==> src/rtl/apb_plic_pkg.sv <==
// Shared types and address helpers for the PLIC claim/complete APB initiator.
package apb_plic_pkg;

    typedef enum logic [2:0] {
        IDLE,
        CLM_SETUP,
        CLM_ACCESS,
        PRESENT,
        CMP_SETUP,
        CMP_ACCESS
    } state_e;

    localparam logic [31:0] CC_BASE_OFFSET   = 32'h0020_0004;
    localparam logic [31:0] CC_TARGET_STRIDE = 32'h0000_1000;

    function automatic logic [31:0] cc_addr(input logic [31:0] base, input int unsigned target);
        return base + CC_BASE_OFFSET + 32'(target) * CC_TARGET_STRIDE;
    endfunction

endpackage

==> src/rtl/apb_master_xfer.sv <==
// Generic single-transfer APB3 initiator: one req starts SETUP then ACCESS.
// ack is a combinational pulse in the ACCESS cycle that sees pready; bus outputs are registered.
module apb_master_xfer #(
    parameter logic [31:0] ADDR_RST = 32'h0
) (
    input  logic        clk_i,
    input  logic        rst_ni,
    input  logic        req,
    input  logic        write,
    input  logic [31:0] addr,
    input  logic [31:0] wdata,
    output logic        ack,
    output logic [31:0] rdata,
    output logic        err,
    output logic        psel,
    output logic        penable,
    output logic        pwrite,
    output logic [31:0] paddr,
    output logic [31:0] pwdata,
    input  logic [31:0] prdata,
    input  logic        pready,
    input  logic        pslverr
);

    always_ff @(posedge clk_i or negedge rst_ni) begin
        if (!rst_ni) begin
            psel    <= 1'b0;
            penable <= 1'b0;
            pwrite  <= 1'b0;
            paddr   <= ADDR_RST;
            pwdata  <= 32'h0;
        end else if (!psel) begin
            if (req) begin
                psel   <= 1'b1;
                pwrite <= write;
                paddr  <= addr;
                if (write) begin
                    pwdata <= wdata;
                end
            end
        end else if (!penable) begin
            penable <= 1'b1;
        end else if (pready) begin
            psel    <= 1'b0;
            penable <= 1'b0;
        end
    end

    assign ack   = psel & penable & pready;
    assign rdata = prdata;
    assign err   = pslverr;

endmodule

==> src/rtl/apb_plic_claim_master.sv <==
// Claims PLIC interrupt IDs over APB on eip_i and writes completions back; claim latency 3 cycles.
// Optional macro APB_PLIC_CLAIM_EIP_SYNC_EN adds a 2-flop eip_i synchronizer.
module apb_plic_claim_master
    import apb_plic_pkg::*;
#(
    parameter int unsigned N_SOURCE       = 30,
    parameter int unsigned SRCW           = $clog2(N_SOURCE + 1),
    parameter int unsigned TARGET_ID      = 0,
    parameter logic [31:0] BASE_ADDR      = 32'h0C00_0000,
    parameter int unsigned HOLDOFF_CYCLES = 4
) (
    input  logic            clk_i,
    input  logic            rst_ni,
    input  logic            eip_i,
    output logic [31:0]     paddr_o,
    output logic            psel_o,
    output logic            penable_o,
    output logic            pwrite_o,
    output logic [31:0]     pwdata_o,
    input  logic [31:0]     prdata_i,
    input  logic            pready_i,
    input  logic            pslverr_i,
    output logic            irq_valid_o,
    input  logic            irq_ready_i,
    output logic [SRCW-1:0] irq_id_o,
    input  logic            cmpl_valid_i,
    input  logic [SRCW-1:0] cmpl_id_i,
    output logic            cmpl_ready_o,
    output logic            err_o,
    output logic            spurious_o
);

    localparam logic [31:0] CC_ADDR = cc_addr(BASE_ADDR, TARGET_ID);
    localparam int unsigned HW      = $clog2(HOLDOFF_CYCLES + 2);

    state_e          state_q, state_d;
    logic            eip;
    logic [HW-1:0]   hold_cnt;
    logic            req, wr, ack, xerr, id_load, hold_load;
    logic [31:0]     rdata;
    logic [SRCW-1:0] claim_id;
    logic            upper_set;

`ifdef APB_PLIC_CLAIM_EIP_SYNC_EN
    logic [1:0] eip_sync;
    always_ff @(posedge clk_i or negedge rst_ni) begin
        if (!rst_ni) begin
            eip_sync <= 2'b00;
        end else begin
            eip_sync <= {eip_sync[0], eip_i};
        end
    end
    assign eip = eip_sync[1];
`else
    assign eip = eip_i;
`endif

    assign claim_id  = rdata[SRCW-1:0];
    assign upper_set = |rdata[31:SRCW];

    apb_master_xfer #(.ADDR_RST(CC_ADDR)) u_xfer (
        .clk_i   (clk_i),
        .rst_ni  (rst_ni),
        .req     (req),
        .write   (wr),
        .addr    (CC_ADDR),
        .wdata   ({{(32-SRCW){1'b0}}, cmpl_id_i}),
        .ack     (ack),
        .rdata   (rdata),
        .err     (xerr),
        .psel    (psel_o),
        .penable (penable_o),
        .pwrite  (pwrite_o),
        .paddr   (paddr_o),
        .pwdata  (pwdata_o),
        .prdata  (prdata_i),
        .pready  (pready_i),
        .pslverr (pslverr_i)
    );

    always_ff @(posedge clk_i or negedge rst_ni) begin
        if (!rst_ni) begin
            state_q  <= IDLE;
            irq_id_o <= '0;
            hold_cnt <= '0;
        end else begin
            state_q <= state_d;
            if (id_load) begin
                irq_id_o <= claim_id;
            end
            if (hold_load) begin
                hold_cnt <= HW'(HOLDOFF_CYCLES);
            end else if (hold_cnt != '0) begin
                hold_cnt <= hold_cnt - HW'(1);
            end
        end
    end

    // Completion takes priority so a waiting consumer is never starved by a busy eip_i.
    always_comb begin
        state_d      = state_q;
        req          = 1'b0;
        wr           = 1'b0;
        id_load      = 1'b0;
        hold_load    = 1'b0;
        cmpl_ready_o = 1'b0;
        err_o        = 1'b0;
        spurious_o   = 1'b0;
        case (state_q)
            IDLE: begin
                if (cmpl_valid_i) begin
                    req     = 1'b1;
                    wr      = 1'b1;
                    state_d = CMP_SETUP;
                end else if (eip && hold_cnt == '0) begin
                    req     = 1'b1;
                    state_d = CLM_SETUP;
                end
            end
            CLM_SETUP: state_d = CLM_ACCESS;
            CLM_ACCESS: begin
                if (ack) begin
                    hold_load = 1'b1;
                    state_d   = IDLE;
                    if (xerr) begin
                        err_o = 1'b1;
                    end else if (claim_id == '0) begin
                        spurious_o = 1'b1;
                    end else if (claim_id > SRCW'(N_SOURCE) || upper_set) begin
                        err_o = 1'b1;
                    end else begin
                        id_load = 1'b1;
                        state_d = PRESENT;
                    end
                end
            end
            PRESENT: begin
                if (irq_ready_i) begin
                    state_d = IDLE;
                end
            end
            CMP_SETUP: state_d = CMP_ACCESS;
            CMP_ACCESS: begin
                if (ack) begin
                    cmpl_ready_o = 1'b1;
                    err_o        = xerr;
                    state_d      = IDLE;
                end
            end
            default: state_d = IDLE;
        endcase
    end

    assign irq_valid_o = (state_q == PRESENT);

endmodule

==> config.mk <==
export PLATFORM = sky130hd
export DESIGN_NAME = apb_plic_claim_master
export DESIGN_NICKNAME = d
export VERILOG_FILES = /design/src/rtl/apb_plic_pkg.sv /design/src/rtl/apb_master_xfer.sv /design/src/rtl/apb_plic_claim_master.sv
export SDC_FILE = /design/constraint.sdc
export NUM_CORES = 1
export LEC_CHECK = 0
export BUFFER_PORTS_ARGS = -buffer_cell sky130_fd_sc_hd__buf_2
export CAP_MARGIN = 20
export CORE_MARGIN = 5
export CORE_UTILIZATION = 35
export DETAILED_ROUTE_END_ITERATION = 12
export RECOVER_POWER = 50
export SETUP_SLACK_MARGIN = 0.5
export SYNTH_ARGS = -nofsm -noshare
export SYNTH_HDL_FRONTEND = slang
export SYNTH_HIERARCHICAL = 1
export SYNTH_SLANG_ARGS = --single-unit
==> constraint.sdc <==
create_clock -name clk_i -period 2.05 [get_ports clk_i]
set_input_delay 0.205 -clock clk_i [delete_from_list [all_inputs] [get_ports clk_i]]
set_output_delay 0.205 -clock clk_i [all_outputs]
set_load 0.02 [all_outputs]
### Word level (Yosys, flattened, before mapping)

Index checks and enable logic that the tools add are counted.

| storage, ports and cells | value |
|---|---|
| output and inout bits | 76 |
| word-level logic and storage cells | 70 |
| register bits | 19 |

| cells by class | value |
|---|---|
| eq/ne operators | 9 |
| bitwise gates (word level) | 3 |
| add/sub/neg operators | 1 |
| $lt $le $gt $ge | 1 |
| reductions and logical operators | 11 |
| mux-type cells | 38 |

Operator list:

| cell | count |
|---|---|
| OR reduction 27 bit | 1 |
| 2-to-1 mux 1 bit | 26 |
| 2-to-1 mux 3 bit | 7 |
| one-hot mux 3 bit (6 select lines) | 1 |
| == test 3 x 2 -> 1 bit (second input constant) | 2 |
| == test 3 bit (second input constant) | 2 |
| zero test 3 bit | 2 |
| 2-to-1 mux 2 bit | 3 |
| greater-than comparator 5 bit (second input constant) | 1 |
| zero test 5 bit | 1 |
| != test 2 bit (second input constant) | 2 |
| AND reduction 4 bit | 1 |
| == test 3 x 1 -> 1 bit (second input constant) | 1 |
| != test 3 bit (second input constant) | 1 |
| AND reduction 3 bit | 1 |
| nonzero test 3 bit | 1 |
| subtractor 3 x 1 -> 3 bit (second input constant) | 1 |
| bitwise AND 1 bit | 2 |
| != test 2 x 1 -> 1 bit (second input constant) | 1 |
| one-hot mux 1 bit (2 select lines) | 1 |
| AND reduction 2 bit | 1 |
| nonzero test 2 bit | 1 |
| logical AND 1 bit | 1 |
| logical OR 1 bit | 1 |
| inverter 1 bit | 1 |

### Logic depth before layout (Yosys ltp)

Gate-level depths: netlist (run 1).

| logic depth | value |
|---|---|
| depth after elaboration | 7 |
| gate-level depth with buffers | 8 |
| gate-level depth less buffers | 6 |

### Cells and area by module

Netlist (run 1), hierarchy kept.

Modules (own cells, without submodules):

| module | times used | cells an instance | area an instance (µm²) | sequential area each (µm²) |
|---|---|---|---|---|
| apb_master_xfer | 1 | 180 | 3,044.2 | 1,681.6 |
| apb_plic_claim_master | 1 | 78 | 750.7 | 275.3 |

### Worst setup path after synthesis (run 1)

No wires, ideal clock.

| timing | value |
|---|---|
| path kind | reg2reg |
| start | register state_q[1] |
| end | register u_xfer/paddr[0] (netlist name) |
| path slack | -0.088 ns |
| period minus slack after synthesis | 2.138 ns |
| setup time | 0.125 ns |
| required time | 1.925 ns |
| stages on the path, launching flop included | 7 |
| arrival time | 2.013 ns |
| buffers on the path | 3 |
| cell sequence | dfrtp_1 clkbuf_1 nor4_1 nor2b_4 buf_6 buf_12 mux2_4 |

RTL lines:

| item | line | RTL |
|---|---|---|
| start, declared | apb_plic_claim_master.sv:36 | `state_e state_q, state_d;` |
| start signal, assigned | apb_plic_claim_master.sv:87 | `state_q <= state_d;` |

==> results of run 1 <==
report_power, final:
group | leakage, uW | switching (uW) | internal (uW)
combinational | 0.00158 | 1930 | 1980
clock | 0.0000845 | 546 | 497
sequential | 0.000968 | 431 | 2280
area by class of cell:
type | instances | area [um^2] | area share
Tap cell | 140 | 175 | 0.0342
Inverter | 4 | 15.0 | 0.00293
Timing Repair Buffer | 155 | 1000 | 0.196
Sequential cell | 78 | 1960 | 0.383
Clock buffer | 12 | 155 | 0.0303
Multi-Input combinational cell | 189 | 1790 | 0.350
Clock inverter | 3 | 20.0 | 0.00391
per-stage QoR:
step	total power, uW	setup slack (ns)	hold WS, ns	instances	util
3_3_place_gp	6010	0.265	0.150	538	0.424
6_report	7660	0.234	0.0823	581	0.476
2_1_floorplan	5150	0.248	-0.0906	315	-
4_1_cts	7590	0.218	0.0627	574	0.469
5_1_grt	8130	0.126	0.0578	581	0.476
3_5_place_dp	6110	0.210	0.157	538	0.424
Yosys cell counts, types with 2 or more instances:
master,instances,area share
and3_1,4,0.0066
buf_8,2,0.0079
nand3_1,3,0.0040
inv_1,4,0.0040
conb_1,2,0.0020
o21ai_0,4,0.0053
dfrtp_1,74,0.49
o21bai_1,2,0.0040
nand4_1,2,0.0033
buf_4,33,0.065
nor4_1,7,0.012
buf_12,3,0.016
a21oi_1,2,0.0026
mux2_2,6,0.018
nand2_1,4,0.0040
mux2_4,63,0.25
dfstp_2,4,0.028
ha_1,2,0.0066
buf_6,4,0.012
a211oi_1,2,0.0040
nor2_1,11,0.011
nor3_1,3,0.0040
clkbuf_1,2,0.0020
registers in the layout, summed over array words and instances (netlist names):
| signal | flops |
|---|---|
| u_xfer/penable | 1 |
| u_xfer/pwdata | 32 |
| irq_id_o | 5 |
| u_xfer/paddr | 32 |
| u_xfer/pwrite | 1 |
| state_q | 3 |
| hold_cnt | 3 |
| u_xfer/psel | 1 |
per-layer routing:
layer / vias up / wire length [um]
li1: 1169 / -
met1: 1224 / 3520
met2: 73 / 4020
met3: 9 / 583
met4: 0 / 109
met5: - / 0
critical path: cells and delay by family, from the launching register on:
| family | cells | cell delay (ns) |
|---|---|---|
| and+or+nand+nor | 2 | 0.43 |
| DFF | 1 | 0.39 |
| buffers and inverters | 3 | 0.37 |
| muxes | 1 | 0.29 |
| adders and majority gates | 1 | 0.15 |
| AOI/OAI and AO/OA | 1 | 0.08 |
final timing paths:
kind	startpoint	end	slack, ns	cells past startpoint
max	hold_cnt[1]	u_xfer/paddr[20]	0.23	8
min	cmpl_id_i[0]	u_xfer/pwdata[0]	0.08	2
max reg2reg	hold_cnt[1]	u_xfer/paddr[20]	0.23	8
min reg2reg	u_xfer/pwdata[31]	u_xfer/pwdata[31]	0.51	1
max in group asynchronous	rst_ni	u_xfer/pwdata[16]	0.41	3
min in group asynchronous	rst_ni	u_xfer/paddr[14]	0.43	2
cell families after synthesis:
| group | share of synthesized area |
|---|---|
| adders and majority gates | 0.00659 |
| buffers and inverters | 0.107 |
| xor gates and xnor gates | 0.00231 |
| DFF | 0.516 |
| other | 0.00198 |
| and+or+nand+nor | 0.0735 |
| AOI/OAI and AO/OA | 0.0260 |
| muxes | 0.267 |
what timing repair did:
action / in CTS / in global routing
cloned: 3 / 1
endpoints found under the hold margin: 27 / 0
pin swaps: 1 / 2
setup buffers: 17 / 6
endpoints found under the setup margin: 75 / 76
resized for setup: 23 / 21
hold buffers: 1 / 0
==> impl_metrics.ini, run 1 <==
[outcome]
status = finished, final reports clean

[route]
via_per_inst = 4.26
first_pass_iters = 4
wl_per_cell_um = 14.2
wirelength_mm = 8.23
num_vias = 2475
postRouteAntennaNets = 0
drt_iter0_drc = 98
drc_errors = 0

[timing]
report.final.slew_viol_count = 0
clock.fmax_mhz = 551
fin_crit_sh = 0.886
rsz0062_at_grt = true
final-hold-violation-count = 0
setup_violations = 0
tightestPinTransition_ns = 0.713
fin_tns_setup_ns = 0
post-route-min-period_ns = 1.82
slew_headroom = 0.525
skew_ns = 0.00414

[floorplan]
coreArea_um2 = 10700
ioPinCount = 120
fp.dieH_um = 114
die_w_um = 114
die_area_um2 = 13000
rows = 38
start_util = 0.353

[min_path]
hp-class = in -> reg

[logic_synthesis]
async_reset_ff_frac = 1.00
synthCells = 258
synth-seq-cells = 78
syn_area_per_cell_um2 = 14.7
ys_seq_area_frac = 0.516
ys_warn_count = 6
syn_area_um2 = 3790
ys.flop_type = dfrtp_1
ys_types = 38
synth-edff-count = 0

[grt]
grt_pass1_wl_mm = 12.8
grt_antenna_before_repair = 0
grt_util_met3 = 0.0455
grtUsageTotal = 0.127
grt_max_degree = 52
grt_overflow_total = 0
met1_usage = 0.159
met2_usage = 0.201
first_global_vias = 2572
grt-busiest-layer = met2

[final_layout]
fin_area_um2 = 5120
n_fill_cell = 1011
area_growth_pct = 34.9
antenna_cells = 0
fin_nets = 483
layout_commonest_cell = buf_2
final_cell_mix = buf_2 (78), dfrtp_1 (71), mux2_4 (66)
final_layout_size_suffix_gt1_frac = 0.515

[cts]
clock_latency_ns = 0.36
htree_num_levels = 3
cts_buffers = 9
clk_pin_slew_ns = 0.08
cts_tree = yes
cts_max_path_buffers = 2
cts-root-buf = clkbuf_8
clkSinkCount = 78

[worst_setup_path]
crit_chain = inv_2, ha_4, a31oi_4, nor4_4, nor2b_4, buf_12, clkbuf_16, mux2_4
path_class = reg -> reg
cp-end-kind = flip-flop
slowest_delay_ns = 0.39
crit_arrival_ns = 2.06
slowest_stage = dfrtp_1
crit_path_start_kind = flip-flop
crit_fanout = 6
cp.required_ns = 2.30

[power]
p_leak_uw = 0.00264
powerDensity_nw_per_um2 = 1500
peakVddDrop_mv = 0.671

[place]
dpl-instance-area_um2 = 4560
dp_hpwl_mm = 5.42
place_congestion = 0.697
portBuffers = 119

[flow_run]
cap_violations = 0
Power figures use the tool's default switching activity.
==> run 2: changes to the inputs <==
CORE_UTILIZATION = 48   (was 35)
PLACE_DENSITY = 0.79   (was default)
==> impl_metrics.ini, run 2 (synthesis gave the netlist of run 1 again) <==
[floorplan]
fp.dieH_um = 98.9
die_w_um = 98.9
die_area_um2 = 9780
rows = 32
ioPinCount = 120
start_util = 0.491
coreArea_um2 = 7730

[timing]
setup_violations = 0
post-route-min-period_ns = 1.82
report.final.slew_viol_count = 0
final-hold-violation-count = 0
rsz0062_at_grt = true
skew_ns = 0.0128
fin_ws_ns = 0.233
tightestPinTransition_ns = 0.697
slew_headroom = 0.535
clock.fmax_mhz = 550
fin_crit_sh = 0.886
fin_tns_setup_ns = 0

[grt]
grt_overflow_total = 0
grt_pass1_wl_mm = 13.0
grt_antenna_before_repair = 0
grtUsageTotal = 0.167
grt_max_degree = 53
first_global_vias = 2623

[final_layout]
n_fill_cell = 575
antenna_cells = 0
fin_area_um2 = 5110
fin_nets = 483
final_layout_size_suffix_gt1_frac = 0.520
reg_top3 = u_xfer/paddr (32), u_xfer/pwdata (32), irq_id_o (5)
layoutNonFillerInstCount = 544
area_growth_pct = 34.7
final_cell_mix = buf_2 (79), dfrtp_1 (70), mux2_4 (66)
layout_commonest_cell = buf_2

[route]
num_vias = 2479
wl_per_cell_um = 15.8
wirelength_mm = 8.59
first_pass_iters = 4
drt_iter0_drc = 51
postRouteAntennaNets = 0
drc_errors = 0
via_per_inst = 4.56

[place]
place_inst = 499
dpl_worst_slack_ns = 0.146
dpl-instance-area_um2 = 4520
place_congestion = 0.832
portBuffers = 119
dp_hpwl_mm = 5.67

[worst_setup_path]
cp-end-kind = output port
rr_endpoint = u_xfer/pwdata[25]
timing.rr.start = hold_cnt[1]
cp.required_ns = 1.85
crit_fanout = 4
crit_path_end = err_o
crit_path_start_kind = flip-flop
reg2reg_slack_ns = 0.24
cp-startpoint = state_q[1]
reg2reg_depth = 8
path_class = reg -> out
crit_arrival_ns = 1.61

[cts]
clk_pin_slew_ns = 0.09
cts_max_path_buffers = 2
cts-root-buf = clkbuf_8
clkSinkCount = 78
htree_num_levels = 3
clock_latency_ns = 0.34
cts_buffers = 9
cts_tree = yes

[power]
peakVddDrop_mv = 0.677
p_leak_uw = 0.00266
powerDensity_nw_per_um2 = 1510
fin_total_pwr_uw = 7710

[flow_run]
cap_violations = 0

[outcome]
status = finished, final reports clean

[min_path]
hp-class = in -> reg
run 2: cell types whose count changed in the layout (fill, tap and decap cells not counted), moves of 2 or more:
cell       previous run  this run
clkinv_4              0         2
buf_8                 2         0
nor2_4                2         0
buf_16                3         1
clkbuf_16             1         3
buf_12                3         5
run 2: worst max-delay path, cell delays in order (launching register included):
cell and delay [ns]:
dfrtp_2 0.46, buf_6 0.15, nor2b_4 0.12, a22o_1 0.14, nand3_1 0.08, o21ai_0 0.11, buf_2 0.20
run 2: area by class of cell:
class / count / area, um^2 / area share
multi-input cells: 189 / 1800 / 0.352
flip-flops and latches: 78 / 1960 / 0.384
well taps: 102 / 128 / 0.0250
inverters: 4 / 15.0 / 0.00294
clock inverters: 6 / 68.8 / 0.0135
repair buffers: 155 / 1000 / 0.196
clock buffers: 10 / 138 / 0.0269
run 2: metrics by stage:
stage / hold slack (ns) / util
finish: 0.0872 / 0.662
global route: 0.0606 / 0.662
CTS: 0.0665 / 0.642
detailed placement: 0.156 / 0.584
global placement: 0.142 / 0.584
floorplan: -0.0906 / -
run 2: routing by layer:
layer	wire length, um	vias to the layer above	GRT usage
met3	442	11	0.0311
met2	4640	73	0.295
met4	112	0	0.0630
li1	-	1176	-
met5	0	-	0
met1	3390	1219	0.200
run 2: how the worst min path moves through the flow:
| stage | slack (ns) | start | to | cells after the start |
|---|---|---|---|---|
| floorplan | -0.09 | rst_ni | hold_cnt[0] | 0 |
| global placement | 0.14 | rst_ni | u_xfer/paddr[3] | 1 |
| detailed placement | 0.16 | rst_ni | u_xfer/paddr[3] | 1 |
| CTS | 0.07 | cmpl_id_i[3] | u_xfer/pwdata[3] | 2 |
| global route | 0.06 | cmpl_id_i[3] | u_xfer/pwdata[3] | 2 |
| finish | 0.09 | cmpl_id_i[3] | u_xfer/pwdata[3] | 2 |
run 2: power breakdown:
part | switching (uW) | internal [uW] | total (uW) | leakage [uW]
registers | 463 | 2280 | 2740 | 0.000967
clock network | 590 | 603 | 1190 | 0.000103
logic | 1890 | 1880 | 3780 | 0.00159
total | 2950 | 4770 | 7710 | 0.00266
run 2: timing repair:
item	4_1_cts	5_1_grt
hold buffers	1	0
setup endpoints to repair	76	76
pin swaps	4	2
gates cloned	1	4
hold endpoints to repair	26	0
gates resized for setup	26	14
buffers inserted	16	7
